## config.mk

```make
export PLATFORM = sky130hd
export DESIGN_NAME = mult_div_unit
export DESIGN_NICKNAME = d
export VERILOG_FILES = /design/src/rtl/mdu_pkg.sv /design/src/rtl/mdu_negate.sv /design/src/rtl/mult_div_unit.sv
export SDC_FILE = /design/constraint.sdc
export NUM_CORES = 1
export LEC_CHECK = 0
export CAP_MARGIN = 0
export CORE_MARGIN = 1.5
export CORE_UTILIZATION = 45
export DETAILED_ROUTE_END_ITERATION = 6
export GPL_ROUTABILITY_DRIVEN = 0
export PLACE_DENSITY = 0.73
export RECOVER_POWER = 25
export SETUP_SLACK_MARGIN = 0.15
export SYNTH_ARGS = -nofsm -noshare
export SYNTH_HDL_FRONTEND = slang
export SYNTH_SLANG_ARGS = --single-unit
```

## constraint.sdc

```tcl
create_clock -name clock -period 2.94 [get_ports clock]
set_clock_uncertainty 0.2 [all_clocks]
set_input_delay 0.294 -clock clock [delete_from_list [all_inputs] [get_ports clock]]
set_output_delay 0.294 -clock clock [all_outputs]
set_load 0.005 [all_outputs]
```

## src/rtl/mdu_pkg.sv

```systemverilog
// Shared definitions for the multiply/divide unit: operation and state encodings.
// Latency: n/a (types and helper functions only).
// Backpressure: n/a.
package mdu_pkg;

    typedef enum logic [1:0] {
        MULT  = 2'b00,
        MULTU = 2'b01,
        DIV   = 2'b10,
        DIVU  = 2'b11
    } op_e;

    typedef enum logic [1:0] {
        IDLE = 2'b00,
        CALC = 2'b01,
        FIX  = 2'b10,
        DONE = 2'b11
    } state_e;

    function automatic logic is_div(input op_e op);
        return (op == DIV) || (op == DIVU);
    endfunction

    function automatic logic is_signed_op(input op_e op);
        return (op == MULT) || (op == DIV);
    endfunction

endpackage

```

## src/rtl/mdu_negate.sv

```systemverilog
// Conditional two's-complement negate of a W-bit value.
// Latency: combinational.
// Backpressure: none.
module mdu_negate #(
    parameter int W = 32
) (
    input  logic [W-1:0] val_i,
    input  logic         neg_i,
    output logic [W-1:0] res_o
);

    assign res_o = neg_i ? (~val_i + W'(1)) : val_i;

endmodule

```

## src/rtl/mult_div_unit.sv

```systemverilog
// Iterative multiply/divide unit: shift-add multiply, restoring divide, one bit per cycle.
// Latency: done in the cycle after WIDTH+2 edges from acceptance (1 edge for divide-by-zero).
// Backpressure: start is sampled only in IDLE; requests while busy are dropped, not queued.
module mult_div_unit
    import mdu_pkg::*;
#(
    parameter int WIDTH = 32
) (
    input  logic             clock,
    input  logic             reset,
    input  logic             start,
    input  logic [1:0]       op,
    input  logic [WIDTH-1:0] a,
    input  logic [WIDTH-1:0] b,
    output logic             busy,
    output logic             done,
    output logic             div_zero,
    output logic [WIDTH-1:0] hi,
    output logic [WIDTH-1:0] lo
);

    localparam int CW = $clog2(WIDTH);
    localparam logic [CW-1:0] LAST_ITER = CW'(WIDTH - 1);

    state_e           state_q, state_d;
    op_e              op_q, op_d;
    logic [CW-1:0]    cnt_q, cnt_d;
    logic [WIDTH-1:0] md_q, md_d;     // multiplicand / divisor magnitude
    logic [WIDTH-1:0] ph_q, ph_d;     // product upper half / partial remainder
    logic [WIDTH-1:0] pl_q, pl_d;     // multiplier being consumed / quotient being built
    logic             sgn_p_q, sgn_p_d; // negate product or quotient in FIX
    logic             sgn_r_q, sgn_r_d; // negate remainder in FIX
    logic             dz_q, dz_d;
    logic [WIDTH-1:0] hi_q, hi_d;
    logic [WIDTH-1:0] lo_q, lo_d;

    op_e              op_in;
    logic             signed_in;
    logic [WIDTH-1:0] a_mag, b_mag;
    logic [WIDTH:0]   mul_sum;
    logic [WIDTH:0]   div_shift;
    logic             div_ge;
    logic [WIDTH-1:0] div_diff;
    logic [2*WIDTH-1:0] prod_fix;
    logic [WIDTH-1:0] quo_fix, rem_fix;

    assign op_in     = op_e'(op);
    assign signed_in = is_signed_op(op_in);

    // Operand magnitudes for the acceptance edge; unsigned ops pass through untouched.
    mdu_negate #(.W(WIDTH)) u_neg_a (
        .val_i (a),
        .neg_i (signed_in & a[WIDTH-1]),
        .res_o (a_mag)
    );

    mdu_negate #(.W(WIDTH)) u_neg_b (
        .val_i (b),
        .neg_i (signed_in & b[WIDTH-1]),
        .res_o (b_mag)
    );

    // Sign correction applied on the FIX edge.
    mdu_negate #(.W(2*WIDTH)) u_neg_prod (
        .val_i ({ph_q, pl_q}),
        .neg_i (sgn_p_q),
        .res_o (prod_fix)
    );

    mdu_negate #(.W(WIDTH)) u_neg_quo (
        .val_i (pl_q),
        .neg_i (sgn_p_q),
        .res_o (quo_fix)
    );

    mdu_negate #(.W(WIDTH)) u_neg_rem (
        .val_i (ph_q),
        .neg_i (sgn_r_q),
        .res_o (rem_fix)
    );

    // Multiply step adds the multiplicand when the next multiplier bit is set; the
    // carry lands in bit WIDTH and is shifted back into the upper half.
    assign mul_sum = pl_q[0] ? ({1'b0, ph_q} + {1'b0, md_q}) : {1'b0, ph_q};

    // Restoring divide step: shift the next dividend bit into the remainder and
    // subtract only if it fits. When it fits, the true difference is below 2^WIDTH,
    // so the low WIDTH bits of the modular subtraction are exact.
    assign div_shift = {ph_q, pl_q[WIDTH-1]};
    assign div_ge    = (div_shift >= {1'b0, md_q});
    assign div_diff  = div_shift[WIDTH-1:0] - md_q;

    // Next-state and datapath update for the single control FSM.
    always_comb begin
        state_d = state_q;
        op_d    = op_q;
        cnt_d   = cnt_q;
        md_d    = md_q;
        ph_d    = ph_q;
        pl_d    = pl_q;
        sgn_p_d = sgn_p_q;
        sgn_r_d = sgn_r_q;
        dz_d    = dz_q;
        hi_d    = hi_q;
        lo_d    = lo_q;

        unique case (state_q)
            IDLE: begin
                if (start) begin
                    op_d = op_in;
                    if (is_div(op_in) && (b == '0)) begin
                        // Divide by zero: skip the datapath, leave hi/lo alone.
                        dz_d    = 1'b1;
                        state_d = DONE;
                    end else begin
                        dz_d    = 1'b0;
                        cnt_d   = '0;
                        md_d    = b_mag;
                        ph_d    = '0;
                        pl_d    = a_mag;
                        sgn_p_d = signed_in & (a[WIDTH-1] ^ b[WIDTH-1]);
                        sgn_r_d = signed_in & a[WIDTH-1] & is_div(op_in);
                        state_d = CALC;
                    end
                end
            end

            CALC: begin
                if (is_div(op_q)) begin
                    ph_d = div_ge ? div_diff : div_shift[WIDTH-1:0];
                    pl_d = {pl_q[WIDTH-2:0], div_ge};
                end else begin
                    ph_d = mul_sum[WIDTH:1];
                    pl_d = {mul_sum[0], pl_q[WIDTH-1:1]};
                end
                cnt_d = cnt_q + CW'(1);
                if (cnt_q == LAST_ITER) begin
                    state_d = FIX;
                end
            end

            FIX: begin
                if (is_div(op_q)) begin
                    hi_d = rem_fix;
                    lo_d = quo_fix;
                end else begin
                    hi_d = prod_fix[2*WIDTH-1:WIDTH];
                    lo_d = prod_fix[WIDTH-1:0];
                end
                state_d = DONE;
            end

            DONE: begin
                dz_d    = 1'b0;
                state_d = IDLE;
            end

            default: begin
                state_d = IDLE;
            end
        endcase
    end

    // State and datapath registers; reset aborts any operation in flight.
    always_ff @(posedge clock) begin
        if (reset) begin
            state_q <= IDLE;
            op_q    <= MULT;
            cnt_q   <= '0;
            md_q    <= '0;
            ph_q    <= '0;
            pl_q    <= '0;
            sgn_p_q <= 1'b0;
            sgn_r_q <= 1'b0;
            dz_q    <= 1'b0;
            hi_q    <= '0;
            lo_q    <= '0;
        end else begin
            state_q <= state_d;
            op_q    <= op_d;
            cnt_q   <= cnt_d;
            md_q    <= md_d;
            ph_q    <= ph_d;
            pl_q    <= pl_d;
            sgn_p_q <= sgn_p_d;
            sgn_r_q <= sgn_r_d;
            dz_q    <= dz_d;
            hi_q    <= hi_d;
            lo_q    <= lo_d;
        end
    end

    assign busy     = (state_q != IDLE);
    assign done     = (state_q == DONE);
    assign div_zero = (state_q == DONE) & dz_q;
    assign hi       = hi_q;
    assign lo       = lo_q;

endmodule

```

==> results of run 1 <==
## layout by cell type (no fill, tap or decap), types with 51 or more instances in the layout
cell type,Yosys,routed
xor2_1,77,77
xnor2_1,88,80
buf_4,0,370
o21ai_0,78,51
mux2i_1,70,70
inv_1,70,53
a21oi_1,155,123
nor2_1,192,184
clkdlybuf4s50_1,0,89
a211oi_1,100,91
nand2_1,179,161
dfxtp_1,171,131
## logic make-up after synthesis
group / share of synthesized area [%]
flip-flops: 24.4
AO/OA/AOI/OAI: 27.4
buffers and inverters: 5.76
AND/OR/NAND/NOR: 20.2
multiplexers: 5.15
XOR/XNOR: 10.3
adder cells (fa/ha/maj): 6.88
## worst reg2reg max path: cells and delay by family, from the launching register on
family,cells,cell delay (ps)
adders and majority gates,1,290
AOI/OAI and AO/OA,7,1470
and+or+nand+nor,2,690
DFF,1,430
buffers and inverters,1,170
## through the flow
step           worst slack [ps]  utilization, %  hold slack [ps]  cells  setup TNS, ps
2_1_floorplan             -98.3               -              230   1862           -432
3_3_place_gp               -432            59.7              247   2606         -19960
3_5_place_dp               -477            59.7              266   2606         -24860
4_1_cts                    -194            65.1             82.2   2668          -2560
5_1_grt                    -435            68.6              113   2697         -14660
6_report                   -421            68.6             95.8   2699         -11070
## metal layers
layer / vias to the layer above / track usage [%]
li1: 7646 / -
met4: 0 / 15.3
met3: 418 / 6.93
met5: - / 0
met1: 7990 / 40.1
met2: 1324 / 50.4
## area by class of cell
type,count,area share (%)
Inverter,70,1.27
Clock buffer,20,2.22
Sequential cell,171,16.7
Multi-Input combinational cell,1483,54.4
Antenna cell,2,0.0238
Tap cell,396,2.35
Timing Repair Buffer,545,22.4
Clock inverter,12,0.701
## report_power, final
part | internal, mW | total, mW | switching [mW]
clock network | 1.36 | 2.46 | 1.11
registers | 2.87 | 3.33 | 0.459
logic | 4.53 | 10.2 | 5.67
## registers in the layout, summed over array words and instances (netlist names)
signal,count
pl_q,32
sgn_r_q,1
state_q,2
md_q,32
sgn_p_q,1
ph_q,32
hi,32
op_q,1
lo,32
cnt_q,5
dz_q,1
## worst paths after layout
| kind | from | end | cells after the start |
|---|---|---|---|
| worst min-delay path | b[9] | md_q[9]$_SDFFE_PP0P_ | 4 |
| worst max-delay path | ph_q[2]$_SDFFE_PP0P_ | ph_q[26]$_SDFFE_PP0P_ | 11 |
| worst min register to register | cnt_q[4]$_SDFFE_PP0P_ | cnt_q[4]$_SDFFE_PP0P_ | 2 |
| worst max register to register | ph_q[2]$_SDFFE_PP0P_ | ph_q[26]$_SDFFE_PP0P_ | 11 |
## what timing repair did
action,in CTS,in global routing
buffers inserted,30,29
pin swaps,74,144
hold endpoints to repair,0,0
endpoints found under the setup margin,72,108
resized for setup,182,194
hold buffers,0,0
==> impl_metrics.json, run 1 <==
{
  "multi_input_area_um2": 11500,
  "grt_start_max_net_pins": 140,
  "synth_commonest_cells": "nor2_1 (192), nand2_1 (179), dfxtp_1 (171)",
  "drive_gt1_share_pct": 32.4,
  "synth_edf_count": 0,
  "powerDensity_nw_per_um2": 760,
  "run_status": "finished, violations left",
  "cts_inserted_buffers": 17,
  "netlist_area_um2": 14000,
  "grt_pass1_vias": 15650,
  "cap_violations": 0,
  "dominantRegCellSynth": "dfxtp_1",
  "area_growth_pct": 49.9,
  "hold_violations": 0,
  "cts_max_path_buffers": 2,
  "cp-start-kind": "flop",
  "hp-class": "input pin to flop",
  "vias": 17378,
  "postSynthCellCount": 1862,
  "io_buffers": 135,
  "synth_fp_nets": 2007,
  "antenna_found_initial": 2,
  "synth_area_leaders": "dfxtp_1 (24%), ha_1 (6.6%), a21oi_1 (5.5%)",
  "cts_root_buf": "clkbuf_16",
  "dp_hpwl_um": 39200,
  "cp-end-kind": "flop",
  "die_width_um": 180,
  "die_h_um": 180,
  "ant_nets": 0,
  "route.detailed.drc": 65,
  "synth.most_common_cell": "nor2_1",
  "start_util_pct": 45.8,
  "ys_seq_area_share_pct": 24.4,
  "grt_first_pass_wirelength_um": 82400,
  "path_delay_family": "compound AO/OA/AOI/OAI gates",
  "final_cell_area_um2": 21100,
  "ys_types": 73,
  "async_flop_share_pct": 0,
  "fin_nets": 2433,
  "fillerInstances": 2176,
  "clk_pin_slew_ps": 90,
  "viasPerCell": 6.44,
  "p_leak_nw": 8.64,
  "crit_required_ps": 3070,
  "yosys_warnings": 0,
  "synth-seq-cells": 171,
  "clock_latency_ps": 460,
  "yosys.area.top_type_share_pct": 24.4,
  "ir_worst_vdd_mv": 0.566,
  "avgSynthCellArea_um2": 7.54,
  "cts-htree-levels": 4,
  "ff2ff_setup_slack_ps": -420,
  "worst-path-buf-inv": 1,
  "finalMaxSlewViolations": 0,
  "core_um2": 30700,
  "seq_area_um2": 3510,
  "fin_ws_ps": -421,
  "gr-usage-all-layers_pct": 31.5,
  "crit_type": "flop to flop",
  "finalPower_mw": 16.0,
  "worstMarginPinSlew_ps": 658,
  "setup_violations": 61,
  "period_share_pct": 114,
  "placed_cell_area_um2": 18300,
  "cp_data_arrival_time_ps": 3490,
  "clock_sinks": 171,
  "slew_headroom_pct": 55.8,
  "synth_top_area_cell": "dfxtp_1",
  "wl_met1_um": 22800,
  "drt-initial-drc-count": 2341,
  "worst-path-max-fanout": 4,
  "row_count": 64,
  "cts_tree": "yes",
  "slowest_delay_ps": 540,
  "top_layer_used": "met4",
  "path_cells": "ha_1 > o21ai_0 > o21a_4 > o221ai_4 > nand3_2 > a211oi_4 > buf_4 > nor3_1 > a41oi_2 > a31oi_2 > o31ai_1",
  "wl_per_cell_um": 22.6,
  "overflow": 0,
  "totalWireLength_um": 60900,
  "rsz0062_at_grt": "yes",
  "drt-pass1-iter-count": 7,
  "max_freq_mhz": 297,
  "violations": "design-rule violations, negative setup slack",
  "wl_met2_um": 26500,
  "cpMaxStageDelayCell": "nor3_1",
  "period_minus_slack_ps": 3360,
  "io_pins": 136,
  "die_area_um2": 32300,
  "route.met3.wl_um": 7530
}
No activity file was read; power rests on OpenSTA's default activity.
==> run 2: changes to the inputs <==
--- a/config.mk
+++ b/config.mk
@@ -8,9 +8,10 @@
 export CAP_MARGIN = 0
 export CORE_MARGIN = 1.5
 export CORE_UTILIZATION = 45
+export CTS_CLUSTER_SIZE = 10
 export DETAILED_ROUTE_END_ITERATION = 6
 export GPL_ROUTABILITY_DRIVEN = 0
-export PLACE_DENSITY = 0.73
+export PLACE_DENSITY = 0.7
 export RECOVER_POWER = 25
 export SETUP_SLACK_MARGIN = 0.15
 export SYNTH_ARGS = -nofsm -noshare
==> constraint.sdc (replaced) <==
create_clock -name clock -period 4.15 [get_ports clock]
set_clock_uncertainty 0.2 [all_clocks]
set_input_delay 0.415 -clock clock [delete_from_list [all_inputs] [get_ports clock]]
set_output_delay 0.415 -clock clock [all_outputs]
set_load 0.005 [all_outputs]
==> impl_metrics.json, run 2 (synthesis results as in run 1) <==
{
  "p_leak_nw": 6.57,
  "cts_max_path_buffers": 2,
  "finalMaxSlewViolations": 0,
  "wl_per_cell_um": 19.6,
  "worst-path-buf-inv": 1,
  "run_status": "finished clean",
  "grt_use_met2_pct": 42.6,
  "clk_pin_slew_ps": 70,
  "postCtsSetupBuffers": 0,
  "cts_inserted_buffers": 17,
  "totalWireLength_um": 46000,
  "period_share_pct": 90.9,
  "cap_violations": 0,
  "drive_gt1_share_pct": 6.70,
  "die_area_um2": 32300,
  "vias": 14524,
  "slowest_delay_ps": 570,
  "crit_required_ps": 4330,
  "die_width_um": 180,
  "dp_cells": 2319,
  "grt_start_max_net_pins": 84,
  "setup_tns_ps": 0,
  "ir_worst_vdd_mv": 0.471,
  "core_um2": 30700,
  "dp_hpwl_um": 34600,
  "ant_nets": 0,
  "hp-class": "input pin to flop",
  "drt-initial-drc-count": 1404,
  "cp-end-kind": "flop",
  "powerDensity_nw_per_um2": 531,
  "clock_latency_ps": 450,
  "gr-usage-all-layers_pct": 27.7,
  "final_util_pct": 53.7,
  "setup_violations": 0,
  "rsz0062_at_grt": "no",
  "path_cells": "inv_1 > ha_1 > nor3b_1 > nand4b_1 > or3b_2 > nor3_1 > a41oi_1 > a21oi_1 > xnor2_1 > mux2i_1 > nor2_1",
  "cts_resized": 0,
  "overflow": 0,
  "drt-pass1-iter-count": 7,
  "grt_first_pass_wirelength_um": 73000,
  "grt_busiest_layer": "met2",
  "slew_headroom_pct": 33.5,
  "cp-start-kind": "flop",
  "final_cell_count_no_fill": 2351,
  "fin_nets": 2087,
  "diodes": 0,
  "finalPower_mw": 8.74,
  "die_h_um": 180,
  "clock_sinks": 171,
  "antenna_found_initial": 0,
  "cts_tree": "yes",
  "worst-path-max-fanout": 10,
  "crit_type": "flop to flop",
  "final_common_cell": "nor2_1",
  "cts_root_buf": "clkbuf_16",
  "hold_violations": 0,
  "viasPerCell": 6.18,
  "io_pins": 136,
  "grt_pass1_vias": 13370,
  "route.detailed.drc": 0,
  "period_minus_slack_ps": 3770,
  "cp_data_arrival_time_ps": 3960,
  "max_freq_mhz": 265,
  "start_util_pct": 45.8,
  "use_met3_pct": 5.04,
  "grt_use_met1_pct": 39.0,
  "cts-htree-levels": 4,
  "worstMarginPinSlew_ps": 995,
  "layout_common_cells": "nor2_1 (190), nand2_1 (179), dfxtp_1 (170)",
  "whs_ps": 193,
  "path_delay_family": "simple AND/OR/NAND/NOR gates",
  "area_growth_pct": 17.2,
  "cpMaxStageDelayCell": "or3b_2",
  "cts_hold_buf": 0,
  "io_buffers": 135,
  "row_count": 64
}
-- run 2: path summary, 6_finish.rpt --
| path | from | end | slack, ps | depth (start not counted) |
|---|---|---|---|---|
| max | ph_q[1]$_SDFFE_PP0P_ | hi[30]$_SDFFE_PP0P_ | 380 | 11 |
| min | reset | lo[29]$_SDFFE_PP0P_ | 190 | 2 |
| max reg2reg | ph_q[1]$_SDFFE_PP0P_ | hi[30]$_SDFFE_PP0P_ | 380 | 11 |
| min reg2reg | lo[24]$_SDFFE_PP0P_ | lo[24]$_SDFFE_PP0P_ | 280 | 2 |
-- run 2: final cells by class --
class                           count  area, µm²
Inverter                           70        263
Timing Repair Buffer              199       1840
Multi-Input combinational cell   1483       9850
Clock buffer                       17        425
Clock inverter                     15        154
Sequential cell                   171       3430
Fill cell                        2925      14200
Tap cell                          396        495
-- run 2: routing by layer --
layer,wire length (µm),vias up
li1,-,6939
met1,20700,6798
met2,19700,695
met3,4230,92
met4,1340,0
met5,0,-
-- run 2: where the power goes --
group | switching (mW) | leakage, nW | internal [mW]
clock network | 0.833 | 0.283 | 0.801
registers | 0.475 | 1.40 | 2.01
logic | 2.80 | 4.89 | 1.82
total | 4.10 | 6.57 | 4.64
-- run 2: worst reg2reg max path, stage by stage (launching register included) --
cell      delay, ps
dfxtp_1         460
inv_1           210
ha_1            260
nor3b_1         390
nand4b_1        290
or3b_2          580
nor3_1          370
a41oi_1         170
a21oi_1         350
xnor2_1         210
mux2i_1         110
nor2_1          120
-- run 2: through the flow --
step                      instance area, µm²  setup slack [ps]
after floorplan                        14000               954
after global routing                   16500               195
after global placement                 15900               456
final                                  16500               378
after CTS                              16500               514
after detailed placement               15900               389
